==> src/rtl/ctrl_pipe_pkg.sv <==
// rtl/ctrl_pipe_pkg.sv - shared types and constants for the E-stage control pipeline
package ctrl_pipe_pkg;

  localparam int FLAG_N = 4;
  localparam int FLAG_Z = 3;
  localparam int FLAG_C = 2;
  localparam int FLAG_V = 1;
  localparam int FLAG_Q = 0;

  localparam logic [3:0] COND_EQ = 4'b0000;
  localparam logic [3:0] COND_NE = 4'b0001;
  localparam logic [3:0] COND_CS = 4'b0010;
  localparam logic [3:0] COND_CC = 4'b0011;
  localparam logic [3:0] COND_MI = 4'b0100;
  localparam logic [3:0] COND_PL = 4'b0101;
  localparam logic [3:0] COND_VS = 4'b0110;
  localparam logic [3:0] COND_VC = 4'b0111;
  localparam logic [3:0] COND_HI = 4'b1000;
  localparam logic [3:0] COND_LS = 4'b1001;
  localparam logic [3:0] COND_GE = 4'b1010;
  localparam logic [3:0] COND_LT = 4'b1011;
  localparam logic [3:0] COND_GT = 4'b1100;
  localparam logic [3:0] COND_LE = 4'b1101;
  localparam logic [3:0] COND_AL = 4'b1110;

  localparam logic [1:0] RW_NONE = 2'b00;
  localparam logic [1:0] RW_32   = 2'b01;
  localparam logic [1:0] RW_64   = 2'b11;

  // ALU control is kept outside the struct because its width is a module parameter
  typedef struct packed {
    logic [1:0] reg_write;
    logic       mem_write;
    logic       mem_to_reg;
    logic       branch;
    logic       pc_src;
    logic       no_write;
    logic       multi_cyc;
    logic       alu_src;
    logic [1:0] flag_write;
    logic [3:0] cond;
  } ctrl_bundle_t;

  localparam ctrl_bundle_t CTRL_ZERO = '0;

  typedef struct packed {
    logic [1:0] reg_write;
    logic       mem_write;
    logic       mem_to_reg;
    logic       pc_src;
  } post_bundle_t;

  localparam post_bundle_t POST_ZERO = '0;

  typedef enum logic [1:0] {
    MC_IDLE = 2'd0,
    MC_BUSY = 2'd1,
    MC_DONE = 2'd2
  } mc_state_t;

endpackage

==> src/rtl/cond_eval.sv <==
// rtl/cond_eval.sv - condition field evaluation against {N,Z,C,V}
module cond_eval
  import ctrl_pipe_pkg::*;
(
  input  logic [3:0] cond,
  input  logic [3:0] flags,
  output logic       cond_ex
);

  logic n, z, c, v;

  always_comb begin
    {n, z, c, v} = flags;
    case (cond)
      COND_EQ: cond_ex = z;
      COND_NE: cond_ex = !z;
      COND_CS: cond_ex = c;
      COND_CC: cond_ex = !c;
      COND_MI: cond_ex = n;
      COND_PL: cond_ex = !n;
      COND_VS: cond_ex = v;
      COND_VC: cond_ex = !v;
      COND_HI: cond_ex = c & !z;
      COND_LS: cond_ex = !c | z;
      COND_GE: cond_ex = (n == v);
      COND_LT: cond_ex = (n != v);
      COND_GT: cond_ex = !z & (n == v);
      COND_LE: cond_ex = z | (n != v);
      default: cond_ex = 1'b1;
    endcase
  end

endmodule

==> src/rtl/ctrl_pipe_mc.sv <==
// rtl/ctrl_pipe_mc.sv - carries decoded controls D->E->post stages, with flags and multi-cycle interlock
module ctrl_pipe_mc
  import ctrl_pipe_pkg::*;
#(
  parameter int ALUCONTROL_WIDTH = 6,
  parameter int ALU_FLAGS_WIDTH  = 5,
  parameter int POST_STAGES      = 2,
  parameter int MC_LATENCY       = 8
) (
  input  logic                        clk,
  input  logic                        reset,
  input  logic [1:0]                  RegWriteD,
  input  logic                        MemWriteD,
  input  logic                        MemtoRegD,
  input  logic                        BranchD,
  input  logic                        PCSrcD,
  input  logic                        NoWriteD,
  input  logic                        MultiCycD,
  input  logic                        ALUSrcD,
  input  logic [1:0]                  FlagWriteD,
  input  logic [ALUCONTROL_WIDTH-1:0] ALUControlD,
  input  logic [3:0]                  CondD,
  input  logic [ALU_FLAGS_WIDTH-1:0]  ALUFlagsE,
  input  logic                        FlushE,
  output logic [ALUCONTROL_WIDTH-1:0] ALUControlE,
  output logic                        ALUSrcE,
  output logic                        MemtoRegE,
  output logic                        BranchTakenE,
  output logic                        StallReqE,
  output logic [ALU_FLAGS_WIDTH-1:0]  FlagsE,
  output logic [1:0]                  RegWriteM,
  output logic                        MemWriteM,
  output logic [1:0]                  RegWriteW,
  output logic                        MemtoRegW,
  output logic                        PCSrcW,
  output logic                        PCWrPendingF
);

  localparam int CNT_W = (MC_LATENCY > 2) ? $clog2(MC_LATENCY) : 1;

  ctrl_bundle_t                bundle_d;
  ctrl_bundle_t                bundle_e;
  logic [ALUCONTROL_WIDTH-1:0] alu_ctrl_e;
  logic [ALU_FLAGS_WIDTH-1:0]  flags_q;
  mc_state_t                   state;
  logic [CNT_W-1:0]            cnt;
  post_bundle_t                post_q [1:POST_STAGES];
  post_bundle_t                post_in;
  logic                        cond_ex;
  logic                        mc_start;
  logic                        mc_drop;
  logic                        stall;
  logic                        complete;
  logic                        pend_mid;

  cond_eval u_cond_eval (
    .cond    (bundle_e.cond),
    .flags   (flags_q[FLAG_N:FLAG_V]),
    .cond_ex (cond_ex)
  );

  always_comb begin
    bundle_d            = CTRL_ZERO;
    bundle_d.reg_write  = RegWriteD;
    bundle_d.mem_write  = MemWriteD;
    bundle_d.mem_to_reg = MemtoRegD;
    bundle_d.branch     = BranchD;
    bundle_d.pc_src     = PCSrcD;
    bundle_d.no_write   = NoWriteD;
    bundle_d.multi_cyc  = MultiCycD;
    bundle_d.alu_src    = ALUSrcD;
    bundle_d.flag_write = FlagWriteD;
    bundle_d.cond       = CondD;
  end

  // The first E cycle of a multi-cycle op must already stall, so the stall is
  // decoded from state plus the E bundle rather than registered.
  always_comb begin
    mc_start = (state == MC_IDLE) & bundle_e.multi_cyc & cond_ex & !FlushE;
    mc_drop  = ((state != MC_IDLE) & FlushE) |
               ((state == MC_IDLE) & bundle_e.multi_cyc & FlushE);
    stall    = (state == MC_BUSY) | mc_start;
    complete = !stall & !mc_drop;

    post_in = POST_ZERO;
    if (complete) begin
      post_in.reg_write  = (bundle_e.no_write | !cond_ex) ? RW_NONE : bundle_e.reg_write;
      post_in.mem_write  = bundle_e.mem_write & cond_ex;
      post_in.mem_to_reg = bundle_e.mem_to_reg;
      post_in.pc_src     = bundle_e.pc_src & cond_ex;
    end
  end

  always_ff @(posedge clk) begin
    if (!reset) begin
      bundle_e   <= CTRL_ZERO;
      alu_ctrl_e <= '0;
      flags_q    <= '0;
      state      <= MC_IDLE;
      cnt        <= '0;
    end else begin
      if (FlushE) begin
        bundle_e   <= CTRL_ZERO;
        alu_ctrl_e <= '0;
      end else if (!stall) begin
        bundle_e   <= bundle_d;
        alu_ctrl_e <= ALUControlD;
      end

      if (complete & cond_ex) begin
        if (bundle_e.flag_write[1]) flags_q[FLAG_N:FLAG_Z] <= ALUFlagsE[FLAG_N:FLAG_Z];
        if (bundle_e.flag_write[0]) flags_q[FLAG_C:FLAG_Q] <= ALUFlagsE[FLAG_C:FLAG_Q];
      end

      case (state)
        MC_IDLE: begin
          if (mc_start) begin
            if (MC_LATENCY > 2) begin
              state <= MC_BUSY;
              cnt   <= CNT_W'(MC_LATENCY - 2);
            end else begin
              state <= MC_DONE;
            end
          end
        end
        MC_BUSY: begin
          if (FlushE) begin
            state <= MC_IDLE;
            cnt   <= '0;
          end else if (cnt == CNT_W'(1)) begin
            state <= MC_DONE;
            cnt   <= '0;
          end else begin
            cnt <= cnt - CNT_W'(1);
          end
        end
        MC_DONE: state <= MC_IDLE;
        default: begin
          state <= MC_IDLE;
          cnt   <= '0;
        end
      endcase
    end
  end

  // Post-E stages are never stalled; bubbles come from post_in during an occupancy.
  always_ff @(posedge clk) begin
    if (!reset) begin
      for (int k = 1; k <= POST_STAGES; k++) post_q[k] <= POST_ZERO;
    end else begin
      post_q[1] <= post_in;
      for (int k = 2; k <= POST_STAGES; k++) post_q[k] <= post_q[k-1];
    end
  end

  always_comb begin
    pend_mid = 1'b0;
    for (int k = 1; k < POST_STAGES; k++) pend_mid = pend_mid | post_q[k].pc_src;
  end

  assign ALUControlE  = alu_ctrl_e;
  assign ALUSrcE      = bundle_e.alu_src;
  assign MemtoRegE    = bundle_e.mem_to_reg;
  assign BranchTakenE = bundle_e.branch & cond_ex;
  assign StallReqE    = stall;
  assign FlagsE       = flags_q;
  assign RegWriteM    = post_q[1].reg_write;
  assign MemWriteM    = post_q[1].mem_write;
  assign RegWriteW    = post_q[POST_STAGES].reg_write;
  assign MemtoRegW    = post_q[POST_STAGES].mem_to_reg;
  assign PCSrcW       = post_q[POST_STAGES].pc_src;
  assign PCWrPendingF = PCSrcD | bundle_e.pc_src | pend_mid;

endmodule

==> config.mk <==
export PLATFORM = sky130hd
export DESIGN_NAME = ctrl_pipe_mc
export DESIGN_NICKNAME = d
export VERILOG_FILES = /design/src/rtl/ctrl_pipe_pkg.sv /design/src/rtl/cond_eval.sv /design/src/rtl/ctrl_pipe_mc.sv
export SDC_FILE = /design/constraint.sdc
export NUM_CORES = 1
export LEC_CHECK = 0
export CAP_MARGIN = 30
export CELL_PAD_IN_SITES_DETAIL_PLACEMENT = 1
export CELL_PAD_IN_SITES_GLOBAL_PLACEMENT = 2
export CORE_UTILIZATION = 27
export DETAILED_ROUTE_END_ITERATION = 8
export GPL_TIMING_DRIVEN = 0
export PLACE_DENSITY = 0.76
export SLEW_MARGIN = 20
export SYNTH_ARGS = -nofsm -noshare
export SYNTH_HDL_FRONTEND = slang
export SYNTH_SLANG_ARGS = --single-unit
==> constraint.sdc <==
create_clock -name clk -period 1.89 [get_ports clk]
set_input_delay 0.189 -clock clk [delete_from_list [all_inputs] [get_ports clk]]
set_output_delay 0.189 -clock clk [all_outputs]
set_load 0.02 [all_outputs]
==> results of run 1 <==
timing repair:
item | in CTS | in global routing
setup endpoints to repair | 31 | 36
gates resized for setup | 26 | 26
buffers inserted | 6 | 5
endpoints found under the hold margin | 0 | 0
pin swaps | 8 | 15
gates cloned | 0 | 1
routing by layer:
layer	up-vias	track usage, %	wire (µm)
met5	-	0	0
met4	0	5.08	73
met1	811	19.6	2390
met2	33	24.5	2460
li1	863	-	-
met3	8	3.26	205
layout by cell type (no fill, tap or decap), types with 2 or more instances in the layout:
master | netlist | routed
sky130_fd_sc_hd__o21ai_2 | 0 | 12
sky130_fd_sc_hd__buf_4 | 4 | 13
sky130_fd_sc_hd__dfxtp_2 | 0 | 6
sky130_fd_sc_hd__ha_1 | 2 | 2
sky130_fd_sc_hd__o211ai_1 | 20 | 20
sky130_fd_sc_hd__o21ai_1 | 20 | 9
sky130_fd_sc_hd__nand2_1 | 31 | 31
sky130_fd_sc_hd__nor2b_1 | 2 | 2
sky130_fd_sc_hd__nand2b_1 | 4 | 3
sky130_fd_sc_hd__mux2i_1 | 4 | 2
sky130_fd_sc_hd__and2_1 | 8 | 6
sky130_fd_sc_hd__a31oi_1 | 3 | 3
sky130_fd_sc_hd__or3_1 | 2 | 2
sky130_fd_sc_hd__a21oi_1 | 3 | 2
sky130_fd_sc_hd__and3b_1 | 4 | 3
sky130_fd_sc_hd__o21ai_0 | 9 | 8
sky130_fd_sc_hd__or2_1 | 2 | 2
sky130_fd_sc_hd__clkdlybuf4s50_1 | 0 | 48
sky130_fd_sc_hd__nor2_1 | 2 | 2
sky130_fd_sc_hd__xor2_1 | 2 | 2
sky130_fd_sc_hd__dfxtp_1 | 40 | 33
sky130_fd_sc_hd__nand3_1 | 4 | 3
sky130_fd_sc_hd__buf_6 | 2 | 4
sky130_fd_sc_hd__nor3b_1 | 4 | 4
sky130_fd_sc_hd__buf_2 | 5 | 4
sky130_fd_sc_hd__inv_1 | 3 | 3
sky130_fd_sc_hd__mux2i_2 | 0 | 2
sky130_fd_sc_hd__and3_4 | 0 | 2
sky130_fd_sc_hd__a21boi_0 | 3 | 3
sky130_fd_sc_hd__clkbuf_1 | 8 | 9
sky130_fd_sc_hd__and2_4 | 0 | 2
sky130_fd_sc_hd__clkbuf_8 | 0 | 6
worst min-delay path: stages:
cell and delay, ns:
sky130_fd_sc_hd__clkdlybuf4s50_1 0.39, sky130_fd_sc_hd__nand2_1 0.06, sky130_fd_sc_hd__o21ai_1 0.05
path summary, 6_finish.rpt:
path	from	to	slack [ns]
max	FlagsE[1]$_SDFFE_PN0P_	BranchTakenE	-0.31
min	ALUControlD[0]	ALUControlE[0]$_SDFFE_PP0N_	0.44
max reg2reg	FlagsE[1]$_SDFFE_PN0P_	bundle_e[0]$_SDFFE_PP0N_	-0.14
min reg2reg	post_q[1][1]$_SDFF_PN0_	post_q[2][1]$_SDFF_PN0_	0.45
per-stage QoR:
stage               std cells  setup slack, ns  utilization, %  cell area (µm²)  hold WS (ns)
global route              351           -0.408            42.5             2720         0.444
global placement          333           -0.921            37.8             2410         0.424
finish                    351           -0.315            42.5             2720         0.437
detailed placement        333           -0.911            37.8             2410         0.431
CTS                       347           -0.330            40.6             2590         0.426
floorplan                 205            0.115               -             1810         0.319
state kept, by name, summed over array words and instances (netlist names):
register     flops
cnt              3
ALUSrcE          1
post_q           9
FlagsE           5
bundle_e        13
MemtoRegE        1
state            2
ALUControlE      6
layout make-up:
cell class / count / area, µm²
buffer: 17 / 103
multi-input combinational: 143 / 980
fill: 750 / 3670
clock buffer: 7 / 86.3
clock inverter: 1 / 7.51
timing repair buffer: 63 / 619
sequential: 40 / 812
tap: 77 / 96.3
inverter: 3 / 11.3
power by group:
group          switching [mW]  total [mW]  leakage [nW]  internal (mW)
clock                   0.295       0.592        0.0445          0.297
sequential             0.0164       0.881         0.329          0.864
combinational          0.0920       0.209         0.626          0.117
logic make-up after synthesis:
group | count (synthesis)
mux | 4
buf+inv | 22
fa+ha+maj | 2
flops | 40
simple gates | 70
compound gates | 64
xor+xnor | 3
==> results.txt, run 1 <==
----------------------------------------------------
[Outcome]
  Run status ... finished, violations left
  Violated checks ... negative setup slack

[Critical path]
  Delay of the slowest cell on the worst path ... between 0.4 and 0.5 ns
  Slowest library cell on the worst path ... sky130_fd_sc_hd__o41ai_4
  Critical path's top delay family ... simple AND/OR/NAND/NOR gates
  Required @ worst endpoint ... approximately 1.7 ns
  WP buf/inv ... 2
  Critical path endpoint category ... primary output
  Biggest fanout along the worst timing path ... 7
  Category of the worst setup path launch point ... flip-flop
  CP arrival ... about 2.0 ns
  Depth of the worst register-to-register path ... 8
  Ordered list of cells on the worst path ... and3b_2, o41ai_4, buf_4, nand3_2, and2_4, buf_4
  Instance count on the critical path ... 6
  Type of the worst setup path ... reg -> out
  Most frequent CP cell ... sky130_fd_sc_hd__buf_4

[STA]
  Final Max Tran Viols ... 0
  Slew margin rel. ... a little under 70%
  Final worst setup slack ... -0.315 ns
  Setup clock skew after layout ... 0.00643 ns
  Final min period ... 2.20 ns
  Fmax achieved ... about 450 MHz
  Period utilisation layout ... 117%
  Number of endpoints with negative hold slack in the final report ... 0
  Slew at the pin closest to its max-slew limit ... around 0.48 ns
  Final setup violating endpoints ... 24
  Sum Neg Setup Slack ... -2.38 ns
  Unrepaired setup endpoints after global routing ... yes

[Synthesis]
  Simple-gate share of the synthesized area ... 20.5%
  Xor and xnor area share after synthesis ... 1.46%
  Gate count after technology mapping ... 205
  Main area contributors after synthesis ... sky130_fd_sc_hd__dfxtp_1, sky130_fd_sc_hd__o211ai_1, sky130_fd_sc_hd__nand2_1, sky130_fd_sc_hd__o21ai_1, sky130_fd_sc_hd__and2_1
  Net count after synthesis ... approximately 240
  Primary flip-flop cell chosen by synthesis mapping ... sky130_fd_sc_hd__dfxtp_1
  Yosys synthesis warning count ... 0
  Combinational family with the most area after synthesis ... compound AO/OA/AOI/OAI gates
  Top post-synthesis cells by count ... sky130_fd_sc_hd__dfxtp_1, sky130_fd_sc_hd__nand2_1, sky130_fd_sc_hd__o211ai_1, sky130_fd_sc_hd__o21ai_1, sky130_fd_sc_hd__o21ai_0
  Syn_area_per_cell ... 8.81 µm²
  Total of flip-flops plus latches after synthesis ... 40
  Post-synth EDFFs ... 0
  Adder-cell area share of the yosys netlist ... under 10%
  Yosys cell types ... 38
  Area leader, netlist ... sky130_fd_sc_hd__dfxtp_1
  Sequential share of the synthesized area ... between 40 and 50%
  Compound-cell area share of the yosys netlist ... approximately a quarter
  Fraction of synthesis flops using an asynchronous set or reset pin ... 0%
  Most frequent cell after synthesis ... sky130_fd_sc_hd__dfxtp_1
  Multiplexer area fraction after synthesis ... 2.22%
  Top-area cell type share of the netlist area ... approximately 44%
  Mapped Area ... between 1500 and 2000 µm²

[Floorplanning]
  Starting utilization of the core area ... 28.3%
  Core box area ... about 6400 µm²
  Die Footprint ... 7020 µm²
  Width of the die ... 83.8 µm
  Number of placed I/O pins ... 52
  Floorplan die height ... roughly 84 µm
  Site Rows ... 29

[Clock network]
  Buffer cell driving the clock tree root ... sky130_fd_sc_hd__clkbuf_8
  Count of hold-fix buffers inserted at cts ... 0
  Max Root-Sink Buffers ... 2
  Number of H-tree levels ... 2
  Number of sinks on the clock net ... 40
  Number of buffers created by CTS ... 5
  Clock tree from TritonCTS ... yes
  Clock slew at reported path FFs ... 0.08 ns
  Source-to-sink clock delay at the later pin of the worst-skew pair ... slightly below 0.3 ns

[Routing]
  DRT antenna net count ... 0
  Routed length per placed instance ... 14.6 µm
  Detailed router's first-iteration violation count ... a little over 40
  Number of remaining DRC errors ... 0
  Number of vias after detailed routing ... roughly 1700
  Vias per cell ... 4.89
  Sum of routed wire length over all layers ... a little over 5 mm
  DRT Pass-1 Iters ... 4

[GRT]
  Total GRT Usage ... about 15%
  Antenna violations before repair ... 0
  Global route total overflow ... 0
  Largest net degree at the start of global routing ... 13
  First-pass GRT wire length ... ~8.4 mm
  Vias in the first global route ... around 1700

[Cells and area]
  Ratio of cells with drive above 1 in the final layout ... ~22%
  NumNets Final ... 304
  Diode insertion count for antenna repair ... 0
  Area growth, synth to finish ... 50.4%

[Placed design]
  Count of buffers inserted at the top-level ports ... slightly above 50
  Gp weighted congestion ... ~0.73
  DP Wirelength ... around 3.6 mm

[Min path]
  Worst hold stages ... 3
  Worst hold path class ... in -> reg

[Power]
  Static leakage power ... between 0.9 and 1 nW
  PD cells ... slightly above 600 nW/µm²
  Total power ... roughly 1.7 mW
  Highest ir drop seen on vdd ... around 0.29 mV

[Job]
  Maxcap violations ... 0

----------------------------------------------------
No activity file was read; power rests on OpenSTA's default activity.
==> run 2: changes to the inputs <==
--- a/config.mk
+++ b/config.mk
@@ -8,6 +8,7 @@
 export CAP_MARGIN = 30
 export CELL_PAD_IN_SITES_DETAIL_PLACEMENT = 1
 export CELL_PAD_IN_SITES_GLOBAL_PLACEMENT = 2
+export CORE_ASPECT_RATIO = 0.8
 export CORE_UTILIZATION = 27
 export DETAILED_ROUTE_END_ITERATION = 8
 export GPL_TIMING_DRIVEN = 0
==> results.txt, run 2 (synthesized netlist as in run 1, its figures left out) <==
----------------------------------------------------
[Power]
  Net load switching power ... 433 µW (+7.3%)
  PD cells ... 616 nW/µm² (-0.49%)
  Sw Ratio ... 23.7% (-0.24 points)
  Fraction of power consumed by sequential logic ... 48.2% (-4.2 points)
  Static leakage power ... 1.11 nW (+11%)
  Internal power contribution ... 1.39 mW (+8.7%)
  Total power ... 1.82 mW (+8.4%)
  Combinational share of power ... 12.8% (+0.4 points)
  Proportion of power drawn by the clock network ... 38.9% (+3.7 points)
  Highest ir drop seen on vdd ... 0.402 mV (+37%)

[GRT]
  Global route total overflow ... 0 (unchanged)
  Total GRT Usage ... 16.7% (+1.7 points)
  Vias in the first global route ... 1845 (+5.8%)
  First-pass GRT wire length ... 9.03 mm (+7.0%)
  Largest net degree at the start of global routing ... 15 (+2)
  Antenna violations before repair ... 0 (unchanged)

[Floorplanning]
  Die Footprint ... 7020 µm² (about the same)
  Width of the die ... 93.4 µm (+12%)
  Core box area ... 6410 µm² (+0.35%)
  Starting utilization of the core area ... 28.2% (-0.099 points)
  Number of placed I/O pins ... 52 (unchanged)
  Floorplan die height ... 75.1 µm (-10%)
  Site Rows ... 26 (-10%)

[Critical path]
  Required @ worst endpoint ... 1.70 ns (about the same)
  Type of the worst setup path ... reg -> out
  Category of the worst setup path launch point ... flip-flop
  Most frequent CP cell ... sky130_fd_sc_hd__buf_6
  Slowest library cell on the worst path ... sky130_fd_sc_hd__dfxtp_4
  Depth of the worst register-to-register path ... 10 (+2)
  Delay of the slowest cell on the worst path ... 0.38 ns (-0.08 ns)
  Critical path endpoint category ... primary output
  CP arrival ... 1.95 ns (-0.07 ns)
  Ordered list of cells on the worst path ... and2_4, o22ai_4, mux2i_4, o21ai_2, or2_4, buf_6, buf_6
  Biggest fanout along the worst timing path ... 8 (+1)

[STA]
  Slew margin rel. ... 66.1% (-1.4 points)
  Number of endpoints with negative hold slack in the final report ... 0 (unchanged)
  Final worst setup slack ... -0.247 ns (+0.0674 ns)
  Final min period ... 2.14 ns (-0.0674 ns)
  Final Max Tran Viols ... 0 (unchanged)
  Unrepaired setup endpoints after global routing ... yes
  Setup clock skew after layout ... 0.00950 ns (+0.00307 ns)
  Slew at the pin closest to its max-slew limit ... 0.509 ns (+0.0272 ns)
  Period utilisation layout ... 113% (-3.6 points)
  Fmax achieved ... 468 MHz (+3.2%)
  Final setup violating endpoints ... 27 (+13%)

[Min path]
  Worst hold path class ... reg -> reg
  Worst hold stages ... 1 (-2)

[Clock network]
  Number of H-tree levels ... 2 (unchanged)
  Buffer cell driving the clock tree root ... sky130_fd_sc_hd__clkbuf_8
  Count of hold-fix buffers inserted at cts ... 0 (unchanged)
  Number of buffers created by CTS ... 5 (unchanged)
  Number of sinks on the clock net ... 40 (unchanged)
  Source-to-sink clock delay at the later pin of the worst-skew pair ... 0.29 ns (about the same)
  Clock slew at reported path FFs ... 0.08 ns (about the same)
  Max Root-Sink Buffers ... 2 (unchanged)
  Clock tree from TritonCTS ... yes

[Routing]
  Number of vias after detailed routing ... 1760 (+2.6%)
  DRT antenna net count ... 0 (unchanged)
  Sum of routed wire length over all layers ... 5.79 mm (+13%)
  Vias per cell ... 4.78 (-2.1%)
  DRT Pass-1 Iters ... 3 (-1)
  Number of remaining DRC errors ... 0 (unchanged)
  Routed length per placed instance ... 15.7 µm (+7.6%)
  Detailed router's first-iteration violation count ... 39 (-4.9%)

[Cells and area]
  Diode insertion count for antenna repair ... 0 (unchanged)
  Ratio of cells with drive above 1 in the final layout ... 29.9% (+7.7 points)
  Area growth, synth to finish ... 63.8%
  FF/Latch Area ... 820 µm² (+0.92%)
  FILL cells ... 741 (-1.2%)
  Commonest non-fill, non-tap cells in the layout ... sky130_fd_sc_hd__clkdlybuf4s50_1, sky130_fd_sc_hd__dfxtp_1, sky130_fd_sc_hd__nand2_1
  Combined area of the multi-input logic cells ... 1060 µm² (+8.4%)
  NumNets Final ... 314 (+3.3%)
  Most common cell after layout, fill and taps aside ... sky130_fd_sc_hd__clkdlybuf4s50_1
  Number of flip-flops in the largest register ... 13 (unchanged)
  Final Core Density ... 46.2% (+3.6 points)
  Most flops, register ... bundle_e

[Outcome]
  Run status ... finished, violations left
  Violated checks ... negative setup slack

[Placed design]
  Gp weighted congestion ... 0.743 (+2.0%)
  Count of buffers inserted at the top-level ports ... 51 (unchanged)
  DP Wirelength ... 3.59 mm (about the same)

[Job]
  Maxcap violations ... 0 (unchanged)

----------------------------------------------------
[run 2: per-layer routing]
| metal | global-route usage, % | up-vias | wire (µm) |
|---|---|---|---|
| met5 | 0 | - | 0 |
| met4 | 2.56 | 0 | 19 |
| met3 | 4.55 | 2 | 225 |
| met2 | 28.7 | 32 | 2710 |
| met1 | 21.7 | 846 | 2830 |
| li1 | - | 880 | - |
[run 2: path summary, 6_finish.rpt]
| check | start | endpoint | slack (ns) |
|---|---|---|---|
| max | bundle_e[3]$_SDFFE_PP0N_ | StallReqE | -0.25 |
| min | post_q[1][1]$_SDFF_PN0_ | post_q[2][1]$_SDFF_PN0_ | 0.45 |
| max reg2reg | bundle_e[3]$_SDFFE_PP0N_ | bundle_e[14]$_SDFFE_PP0N_ | -0.20 |
| min reg2reg | post_q[1][1]$_SDFF_PN0_ | post_q[2][1]$_SDFF_PN0_ | 0.45 |
[run 2: stage by stage]
step | std cells | TNS [ns] | setup WS, ns | area (µm²) | hold slack [ns]
2_1_floorplan | 205 | 0 | 0.115 | 1810 | 0.319
3_3_place_gp | 340 | -7.94 | -0.913 | 2420 | 0.433
3_5_place_dp | 340 | -9.16 | -0.937 | 2420 | 0.436
4_1_cts | 362 | -3.15 | -0.279 | 2820 | 0.438
5_1_grt | 368 | -4.97 | -0.319 | 2960 | 0.448
6_report | 368 | -2.97 | -0.247 | 2960 | 0.449
[run 2: what timing repair did]
| action | CTS | global route |
|---|---|---|
| pin swaps | 25 | 13 |
| gates cloned | 2 | 0 |
| endpoints found under the setup margin | 35 | 37 |
| buffers inserted | 13 | 10 |
| resized for setup | 54 | 29 |
[run 2: cell type report]
type | instances | area share (%)
inverter | 3 | 0.381
tap | 84 | 3.55
timing repair buffer | 74 | 25.3
buffer | 16 | 3.30
clock buffer | 5 | 2.33
multi-input combinational | 143 | 35.9
sequential | 40 | 27.7
clock inverter | 3 | 1.57
[run 2: worst max-delay path: cells and delay by family (launching register included)]
kind / cells / cell delay, ns
AOI/OAI and AO/OA: 2 / 0.29
and+or+nand+nor: 2 / 0.45
DFF: 1 / 0.38
buffers and inverters: 2 / 0.25
muxes: 1 / 0.29
[run 2: power groups by stage]
| stage | clock network, mW | registers, mW | logic (mW) |
|---|---|---|---|
| 2_1_floorplan | 0 | 0.906 | 0.0748 |
| 3_3_place_gp | 0 | 0.898 | 0.190 |
| 3_5_place_dp | 0 | 0.898 | 0.191 |
| 4_1_cts | 0.727 | 0.881 | 0.222 |
| 5_1_grt | 0.770 | 0.885 | 0.253 |
| 6_report | 0.709 | 0.880 | 0.234 |
